--- src/rtl/psum_accum_quant.sv ---
// Partial-sum accumulator and int8 requantizer with an output FIFO.
// Define PSUM_RELU_EN to clamp negative requantized values to zero before the zero point is added.
module psum_accum_quant #(
    parameter int ACC_W      = 40,
    parameter int FIFO_DEPTH = 4
) (
    input  logic               clk,
    input  logic               rst,
    input  logic signed [31:0] psum_in,
    input  logic               psum_valid,
    input  logic               clear,
    input  logic [7:0]         cfg_acc_len,
    input  logic [15:0]        cfg_scale,
    input  logic [5:0]         cfg_shift,
    input  logic signed [7:0]  cfg_zp,
    output logic signed [7:0]  out_data,
    output logic               out_valid,
    input  logic               out_ready,
    output logic               busy,
    output logic               ovf
);
    localparam int PROD_W = ACC_W + 17;
    localparam int RND_W  = (ACC_W + 18 > 65) ? ACC_W + 18 : 65;
    localparam int AW     = $clog2(FIFO_DEPTH);
    localparam logic signed [RND_W-1:0] MAX_V = 127;
    localparam logic signed [RND_W-1:0] MIN_V = -128;

    logic signed [ACC_W-1:0] acc, psum_ext, total;
    logic [7:0]              cnt, len_q, len_raw, len_eff;
    logic [15:0]             scale_q, scale_eff;
    logic [5:0]              shift_q, shift_eff;
    logic signed [7:0]       zp_q, zp_eff;
    logic                    take, first, last;

    // The first psum of a group uses the live cfg; later psums use the copy latched with it.
    always_comb begin
        first     = (cnt == 8'd0);
        len_raw   = first ? cfg_acc_len : len_q;
        len_eff   = (len_raw == 8'd0) ? 8'd1 : len_raw;
        scale_eff = first ? cfg_scale : scale_q;
        shift_eff = first ? cfg_shift : shift_q;
        zp_eff    = first ? cfg_zp    : zp_q;
        take      = psum_valid && !clear;
        last      = take && (cnt == len_eff - 8'd1);
        psum_ext  = {{(ACC_W-32){psum_in[31]}}, psum_in};
        total     = acc + psum_ext;
    end

    always_ff @(posedge clk or negedge rst) begin
        if (!rst) begin
            acc     <= '0;
            cnt     <= '0;
            len_q   <= '0;
            scale_q <= '0;
            shift_q <= '0;
            zp_q    <= '0;
        end else if (clear) begin
            acc <= '0;
            cnt <= '0;
        end else if (take) begin
            if (first) begin
                len_q   <= cfg_acc_len;
                scale_q <= cfg_scale;
                shift_q <= cfg_shift;
                zp_q    <= cfg_zp;
            end
            if (last) begin
                acc <= '0;
                cnt <= '0;
            end else begin
                acc <= total;
                cnt <= cnt + 8'd1;
            end
        end
    end

    // S1: total and the group's cfg, product formed combinationally into S2.
    logic                    s1_v, s2_v;
    logic signed [ACC_W-1:0] s1_total;
    logic [15:0]             s1_scale;
    logic [5:0]              s1_shift, s2_shift;
    logic signed [7:0]       s1_zp, s2_zp;
    logic signed [PROD_W-1:0] total_x, scale_x, prod, s2_prod;

    assign total_x = {{17{s1_total[ACC_W-1]}}, s1_total};
    assign scale_x = {{(ACC_W+1){1'b0}}, s1_scale};
    assign prod    = total_x * scale_x;

    always_ff @(posedge clk or negedge rst) begin
        if (!rst) begin
            s1_v     <= 1'b0;
            s1_total <= '0;
            s1_scale <= '0;
            s1_shift <= '0;
            s1_zp    <= '0;
            s2_v     <= 1'b0;
            s2_prod  <= '0;
            s2_shift <= '0;
            s2_zp    <= '0;
        end else begin
            s1_v <= last;
            s2_v <= s1_v && !clear;
            if (last) begin
                s1_total <= total;
                s1_scale <= scale_eff;
                s1_shift <= shift_eff;
                s1_zp    <= zp_eff;
            end
            if (s1_v) begin
                s2_prod  <= prod;
                s2_shift <= s1_shift;
                s2_zp    <= s1_zp;
            end
        end
    end

    // S2: round-half-up shift, optional ReLU, zero point, saturate to int8.
    logic signed [RND_W-1:0] prod_x, rnd, sum, r, v;
    logic signed [7:0]       q_val;

    // NOTE: combinational blocks use blocking assignments and give every output a default first, so no latch is inferred.
    always_comb begin
        prod_x = {{(RND_W-PROD_W){s2_prod[PROD_W-1]}}, s2_prod};
        rnd    = '0;
        if (s2_shift != 6'd0)
            rnd = RND_W'(1) << (s2_shift - 6'd1);
        sum = prod_x + rnd;
        r   = sum >>> s2_shift;
`ifdef PSUM_RELU_EN
        if (r[RND_W-1])
            r = '0;
`endif
        v = r + {{(RND_W-8){s2_zp[7]}}, s2_zp};
        if (v > MAX_V)
            q_val = 8'sd127;
        else if (v < MIN_V)
            q_val = -8'sd128;
        else
            q_val = v[7:0];
    end

    logic [7:0]  mem [FIFO_DEPTH];
    logic [AW:0] wr_ptr, rd_ptr;
    logic        full, pop, push, drop;

    always_comb begin
        out_valid = (wr_ptr != rd_ptr);
        full      = (wr_ptr[AW] != rd_ptr[AW]) && (wr_ptr[AW-1:0] == rd_ptr[AW-1:0]);
        pop       = out_valid && out_ready;
        push      = s2_v && (!full || pop);
        drop      = s2_v && full && !pop;
        out_data  = out_valid ? mem[rd_ptr[AW-1:0]] : 8'sd0;
        busy      = (cnt != 8'd0) || s1_v || s2_v;
    end

    // NOTE: storage has no reset; empty pointers gate out_data, so stale contents are never visible.
    always_ff @(posedge clk) begin
        if (push)
            mem[wr_ptr[AW-1:0]] <= q_val;
    end

    always_ff @(posedge clk or negedge rst) begin
        if (!rst) begin
            wr_ptr <= '0;
            rd_ptr <= '0;
            ovf    <= 1'b0;
        end else if (clear) begin
            wr_ptr <= '0;
            rd_ptr <= '0;
            ovf    <= 1'b0;
        end else begin
            if (push)
                wr_ptr <= wr_ptr + 1'b1;
            if (pop)
                rd_ptr <= rd_ptr + 1'b1;
            if (drop)
                ovf <= 1'b1;
        end
    end
endmodule

--- config.mk ---
export PLATFORM = sky130hd
export DESIGN_NAME = psum_accum_quant
export DESIGN_NICKNAME = d
export VERILOG_FILES = /design/src/rtl/psum_accum_quant.sv
export SDC_FILE = /design/constraint.sdc
export NUM_CORES = 2
export LEC_CHECK = 0
export ABC_AREA = 1
export ABC_CLOCK_PERIOD_IN_PS = 6800
export BUFFER_PORTS_ARGS = -buffer_cell sky130_fd_sc_hd__buf_2
export CAP_MARGIN = 20
export CORE_ASPECT_RATIO = 2
export CORE_MARGIN = 8
export CORE_UTILIZATION = 32
export DETAILED_ROUTE_END_ITERATION = 6
export PLACE_DENSITY = 0.47
export RECOVER_POWER = 100
export SYNTH_ARGS = -nofsm -noshare
export SYNTH_HDL_FRONTEND = slang
export SYNTH_SLANG_ARGS = --single-unit
--- constraint.sdc ---
create_clock -name clk -period 6.8 [get_ports clk]
set_clock_uncertainty 0.2 [all_clocks]
set_input_delay 0.68 -clock clk [delete_from_list [all_inputs] [get_ports clk]]
set_output_delay 0.68 -clock clk [all_outputs]
set_load 0.03 [all_outputs]
### Yosys cells after proc, flatten, opt, wreduce, memory -nomap -nowiden

Memory sizes are Yosys's and may differ from the RTL's.
Cells that the tools add are included.
W data, S select, Z words.

| storage, ports and cells | value |
|---|---|
| memories | 1 |
| output and inout port bits | 11 |
| logic and storage cells | 83 |
| RAM bits | 32 |
| register bits | 236 |

| cells by class | value |
|---|---|
| equality and inequality tests | 4 |
| add/sub/neg operators | 8 |
| order comparisons | 2 |
| muxes and demuxes | 23 |
| $mul | 1 |
| bitwise operators | 1 |
| reductions and logical operators | 23 |
| shift operators | 2 |

Memory list:

| memory | words | width | rd ports | clocked after Yosys merged registers in | write ports | line | RTL |
|---|---|---|---|---|---|---|---|
| mem | 4 | 8 | 1 | 0 | 1 | 142 | `logic [7:0] mem [FIFO_DEPTH];` |

Operators by type and width:

| cell | count |
|---|---|
| $mux W40 | 3 |
| $mux W8 | 9 |
| $add A57 B65 Y65 | 1 |
| $add A65 B65 Y65 | 1 |
| $gt A65 B8 Y1 const B | 1 |
| $lt A65 B8 Y1 const B | 1 |
| $mux W65 | 1 |
| $shl A1 B6 Y65 const A | 1 |
| $sshr A65 B6 Y65 | 1 |
| $mul A40 B17 Y57 | 1 |
| $add A40 B32 Y40 | 1 |
| $logic_not A8 Y1 | 2 |
| $mux W16 | 1 |
| $mux W3 | 4 |
| $add A8 B1 Y8 const B | 1 |
| $eq A8 B8 Y1 | 1 |
| $logic_and A1 B1 Y1 | 8 |
| $reduce_bool A2 Y1 | 4 |
| $reduce_bool A8 Y1 | 1 |
| $sub A8 B1 Y8 const B | 1 |
| $add A3 B1 Y3 const B | 2 |
| $mux W6 | 1 |
| $reduce_bool A6 Y1 | 1 |
| $sub A6 B1 Y6 const B | 1 |
| other kinds (8) | 15 |

### Depth between registers and ports, before layout

| depth | value |
|---|---|
| depth after elaboration | 10 |
| mapped depth | 61 |

### Worst setup path before layout

Ideal clock, no wire load.

| timing path | value |
|---|---|
| path type | reg-to-reg |
| from | reg s2_shift[1] |
| to | mem mem[0][0], data pin |
| stages on the path, launching flop included | 60 |
| setup slack | 89 ps |
| library setup time | 270 ps |
| arrival time | 6241 ps |
| path buffers | 2 |
| required time | 6330 ps |
| path through | dfrtp_1 clkbuf_1 clkinv_1 nand4_1 nor2_1 inv_1 nand2_1 inv_1 or2_2 clkbuf_1 inv_1 nand2_1 inv_1 ha_1 inv_1 fa_1 inv_1 nand2_1 (+24 left out) nand2_1 nand2_1 nand3_1 nand2_1 nand2_1 nand2_1 nand2_1 nand2_1 nand2_1 nand2_1 nand3_1 nand2_1 nor2_1 nand3_1 nor2_1 nand4_1 nand2_1 nand2_1 |

| between the ends | value |
|---|---|
| word-level cells in the longest chain between the ends | 9 |

RTL lines:

| element | line | RTL |
|---|---|---|
| start: declaration | 81 | `logic [5:0] s1_shift, s2_shift;` |
| start signal: assignment | 111 | `s2_shift <= s1_shift;` |
| $sub A6 B1 Y6 | 126 | `rnd = RND_W'(1) << (s2_shift - 6'd1);` |
| $shl A1 B6 Y65 | 126 |  |
| $mux W65 | 125 | `if (s2_shift != 6'd0)` |
| $add A57 B65 Y65 | 127 | `sum = prod_x + rnd;` |
| $sshr A65 B6 Y65 (*) | 128 | `r = sum >>> s2_shift;` |
| $add A65 B65 Y65 (*) | 133 | `v = r + {{(RND_W-8){s2_zp[7]}}, s2_zp};` |
| $lt A65 B8 Y1 | 136 | `else if (v < MIN_V)` |
| $mux W8 | 136 |  |
| $mux W8 (*) | 134 | `if (v > MAX_V)` |
| net q_val[0] | 119 | `logic signed [7:0] q_val;` |
| end: declaration | 142 |  |

Mark *: on every way through the listed nets, which the timed path passes. The rest lies on a longest branch.

### Worst setup path after layout

| timing path | value |
|---|---|
| from | reg s2_shift[1] |
| to | mem mem[0][5], data pin |

The elaborated chain is that of the path after synthesis.

==> impl_metrics.yaml <==
clocking:
  cts_root_buf: "clkbuf_16"
  htreeDepth: 1
  numCtsBuffers: 29
  clk_path_buf_depth: 3
  clk_pin_slew_ps: 70
  cts_tree: "yes"
  cts_sinks: 268
  clk_latency_ps: 680
critical_path:
  worstSetupEndpointType: "flip-flop"
  worstPathRequired_ps: 7020
  worstPathMaxFanout: 7
  worstPathArrival_ps: 8330
  cpMostUsedCell: "buf_4"
  slowest_stage: "nand4_1"
  cp-start-kind: "flip-flop"
  slowest_delay_ps: 440
  crit_type: "reg2reg"
routing:
  dr.pass1.iters: 6
  viasPerCell: 4.93
  ant_nets: 0
  wl_per_cell_um: 22.5
  drc: 0
  vias: 55400
  drt_wl_total_um: 254000
  dr.first_iter.drc_count: 2468
synthesis:
  syn_nets: 9046
  synth.area.mux_share: 0.000576
  synth_top_family_by_area: "simple AND/OR/NAND/NOR gates"
  synth_cells: 8059
  synth_ff_type: "dfrtp_1"
  syn_area_per_cell_um2: 6.47
  synth_compound_gate_area_share: 0.0817
  synth_seq_cells: 268
  ys_async_sr_fraction: 0.881
  synthAdderAreaFrac: 0.306
  synthSimpleGateAreaFrac: 0.314
  ys_types: 53
  yosysSeqAreaShare: 0.132
  synth_area_um2: 52100
  synth_edf_count: 32
  synth_warnings: 0
  synth_xor_area_frac: 0.0243
grt:
  antenna_found_initial: 4
  grt_max_degree: 144
  grt_pass1_wl_um: 366000
  grt_pass1_vias: 59300
  grt_use_total: 0.277
  gr-total-overflow: 0
final_layout:
  seqCellArea_um2: 6890
  syn2layout_area_growth_pct: 38.7
  layout_common_cells: "2,228 x nand2_1, 1,564 x inv_1, 1,103 x buf_4"
  multi_input_area_um2: 44600
  drive_gt1_frac: 0.289
  nNetsFinal: 10100
  finish.utilization: 0.447
  fill_cells: 17000
  final_common_cell: "nand2_1"
timing:
  fin_crit_sh: 1.19
  worstMarginPinSlew_ps: 5090
  fin_ws_ps: -1310
  period_minus_slack_ps: 8110
  rsz0062_at_grt: "yes"
  hold_viol: 0
  setup_viol: 63
  fmax_mhz: 123
  final.setup.tns_ps: -44000
  slew_headroom: -2.39
  fin_hold_ws_ps: 170
  drv_slew: 395
placement:
  gp_congestion: 1.07
  portBuffers: 85
  post-dp-hpwl_um: 215000
status:
  status: "finished, violations left"
  violations: "capacitance limit, slew limit, setup timing"
power_and_ir_drop:
  ir_worst_vdd_mv: 0.224
  p_leak_nw: 37.5
  power.total_mw: 9.86
  power_density_nw_per_um2: 136
die:
  floorplan.rows: 209
  die_w_um: 301
  die_area_um2: 177000
  die_h_um: 587
  io_pins: 86
  core_um2: 162000
  floorplan.initialDensity: 0.322
worst_hold_path:
  holdCritPathClass: "in2reg"
run:
  drv_cap: 5
## area by class of cell
cell class,instances,share of cell area
clock inverter,13,0.00192
clock buffer,41,0.0108
multi-input combinational,5845,0.617
sequential,268,0.0953
tap,2110,0.0365
inverter,1618,0.0842
timing repair buffer,1351,0.155
antenna,2,0.0000692
## cell families (layout without fill, tap and decap cells)
logic type	count (synthesis)	in the layout
AOI/OAI and AO/OA	788	788
xor gates and xnor gates	143	143
adders and majority gates	912	912
buffers and inverters	1946	3023
DFF	268	268
muxes	3	3
other	1	3
and+or+nand+nor	3998	3998
## power breakdown
| part | internal, mW | leakage [nW] | total, mW | switching (mW) |
|---|---|---|---|---|
| Sequential | 2.05 | 3.47 | 2.41 | 0.353 |
| Clock | 0.852 | 0.440 | 1.64 | 0.783 |
| Combinational | 2.11 | 33.6 | 5.82 | 3.71 |
## per-layer routing
layer | GRT usage | wire length [um] | up-vias
met3 | 0.0207 | 5740 | 746
li1 | - | - | 26700
met1 | 0.227 | 73300 | 26800
met5 | 0 | 12 | -
met2 | 0.559 | 143000 | 1123
met4 | 0.261 | 31400 | 2
## synth_stat cells, types with 6 or more instances
cell         n  area share
nand3_1    681       0.065
o21a_1      15      0.0022
a21boi_0     9      0.0013
nor4_1      16      0.0019
a31oi_1     31      0.0037
nand3b_1    13      0.0019
nand2_1   2598        0.19
a21oi_1    302       0.029
nor3_1      38      0.0036
buf_1       48      0.0035
nor2_1     521       0.038
fa_1       604        0.23
inv_1     1608        0.12
o21ai_1     27      0.0026
buf_2       12      0.0012
clkbuf_1   260       0.019
or2_2       27      0.0032
dfrtp_1    236        0.11
o211ai_1    13      0.0019
o21bai_1    22      0.0032
nand4_1     83       0.010
ha_1       308       0.074
o21ai_0    322       0.031
edfxtp_1    32       0.018
buf_6        7      0.0015
a21o_1      19      0.0027
xnor2_1     54      0.0091
o21ai_2      6      0.0010
xor2_1      88       0.015
o22ai_1      9      0.0011
## critical path, delay by kind of cell, from the launching register on
family | cells | cell delay (ps)
and+or+nand+nor | 29 | 3680
AOI/OAI and AO/OA | 3 | 520
DFF | 1 | 410
adders and majority gates | 2 | 600
buffers and inverters | 16 | 2290
xor gates and xnor gates | 1 | 150
## final timing paths
kind	startpoint	to	slack (ps)	depth (start not counted)
worst min register to register	s1_zp[4]	s1_zp[4]	280	2
worst max register to register	s2_shift[1]	mem[0][5]	-1310	51
worst min-delay path	cfg_acc_len[4]	len_q[4]	170	3
worst max-delay path	s2_shift[1]	mem[0][5]	-1310	51
min in group asynchronous	rst	acc[24]	2220	2
max in group asynchronous	rst	s2_prod[56]	430	3
## timing repair
| item | 4_1_cts | 5_1_grt |
|---|---|---|
| cloned | 1 | 4 |
| endpoints found under the setup margin | 43 | 51 |
| hold endpoints to repair | 84 | 0 |
| resized for setup | 881 | 816 |
| pin swaps | 203 | 322 |
| setup buffers | 54 | 43 |
| hold buffers | 1 | 0 |
## stage by stage
step / worst slack, ps / cell area (um2) / instances
3_5_place_dp: -2930 / 63600 / 11100
6_report: -1310 / 72300 / 11200
2_1_floorplan: 88.6 / 52100 / 8059
3_3_place_gp: -3070 / 63600 / 11100
5_1_grt: -1490 / 72300 / 11200
4_1_cts: -1240 / 68400 / 11200
## state kept, by name (all words and copies together) (netlist names), 3 cells and up
signal	count
acc	40
cnt	8
len_q	8
mem	32
rd_ptr	3
s1_scale	16
s1_shift	6
s1_total	40
s1_zp	8
s2_prod	57
s2_shift	6
s2_zp	8
scale_q	16
shift_q	6
wr_ptr	3
zp_q	8
No activity file was read; power rests on OpenSTA's default activity.
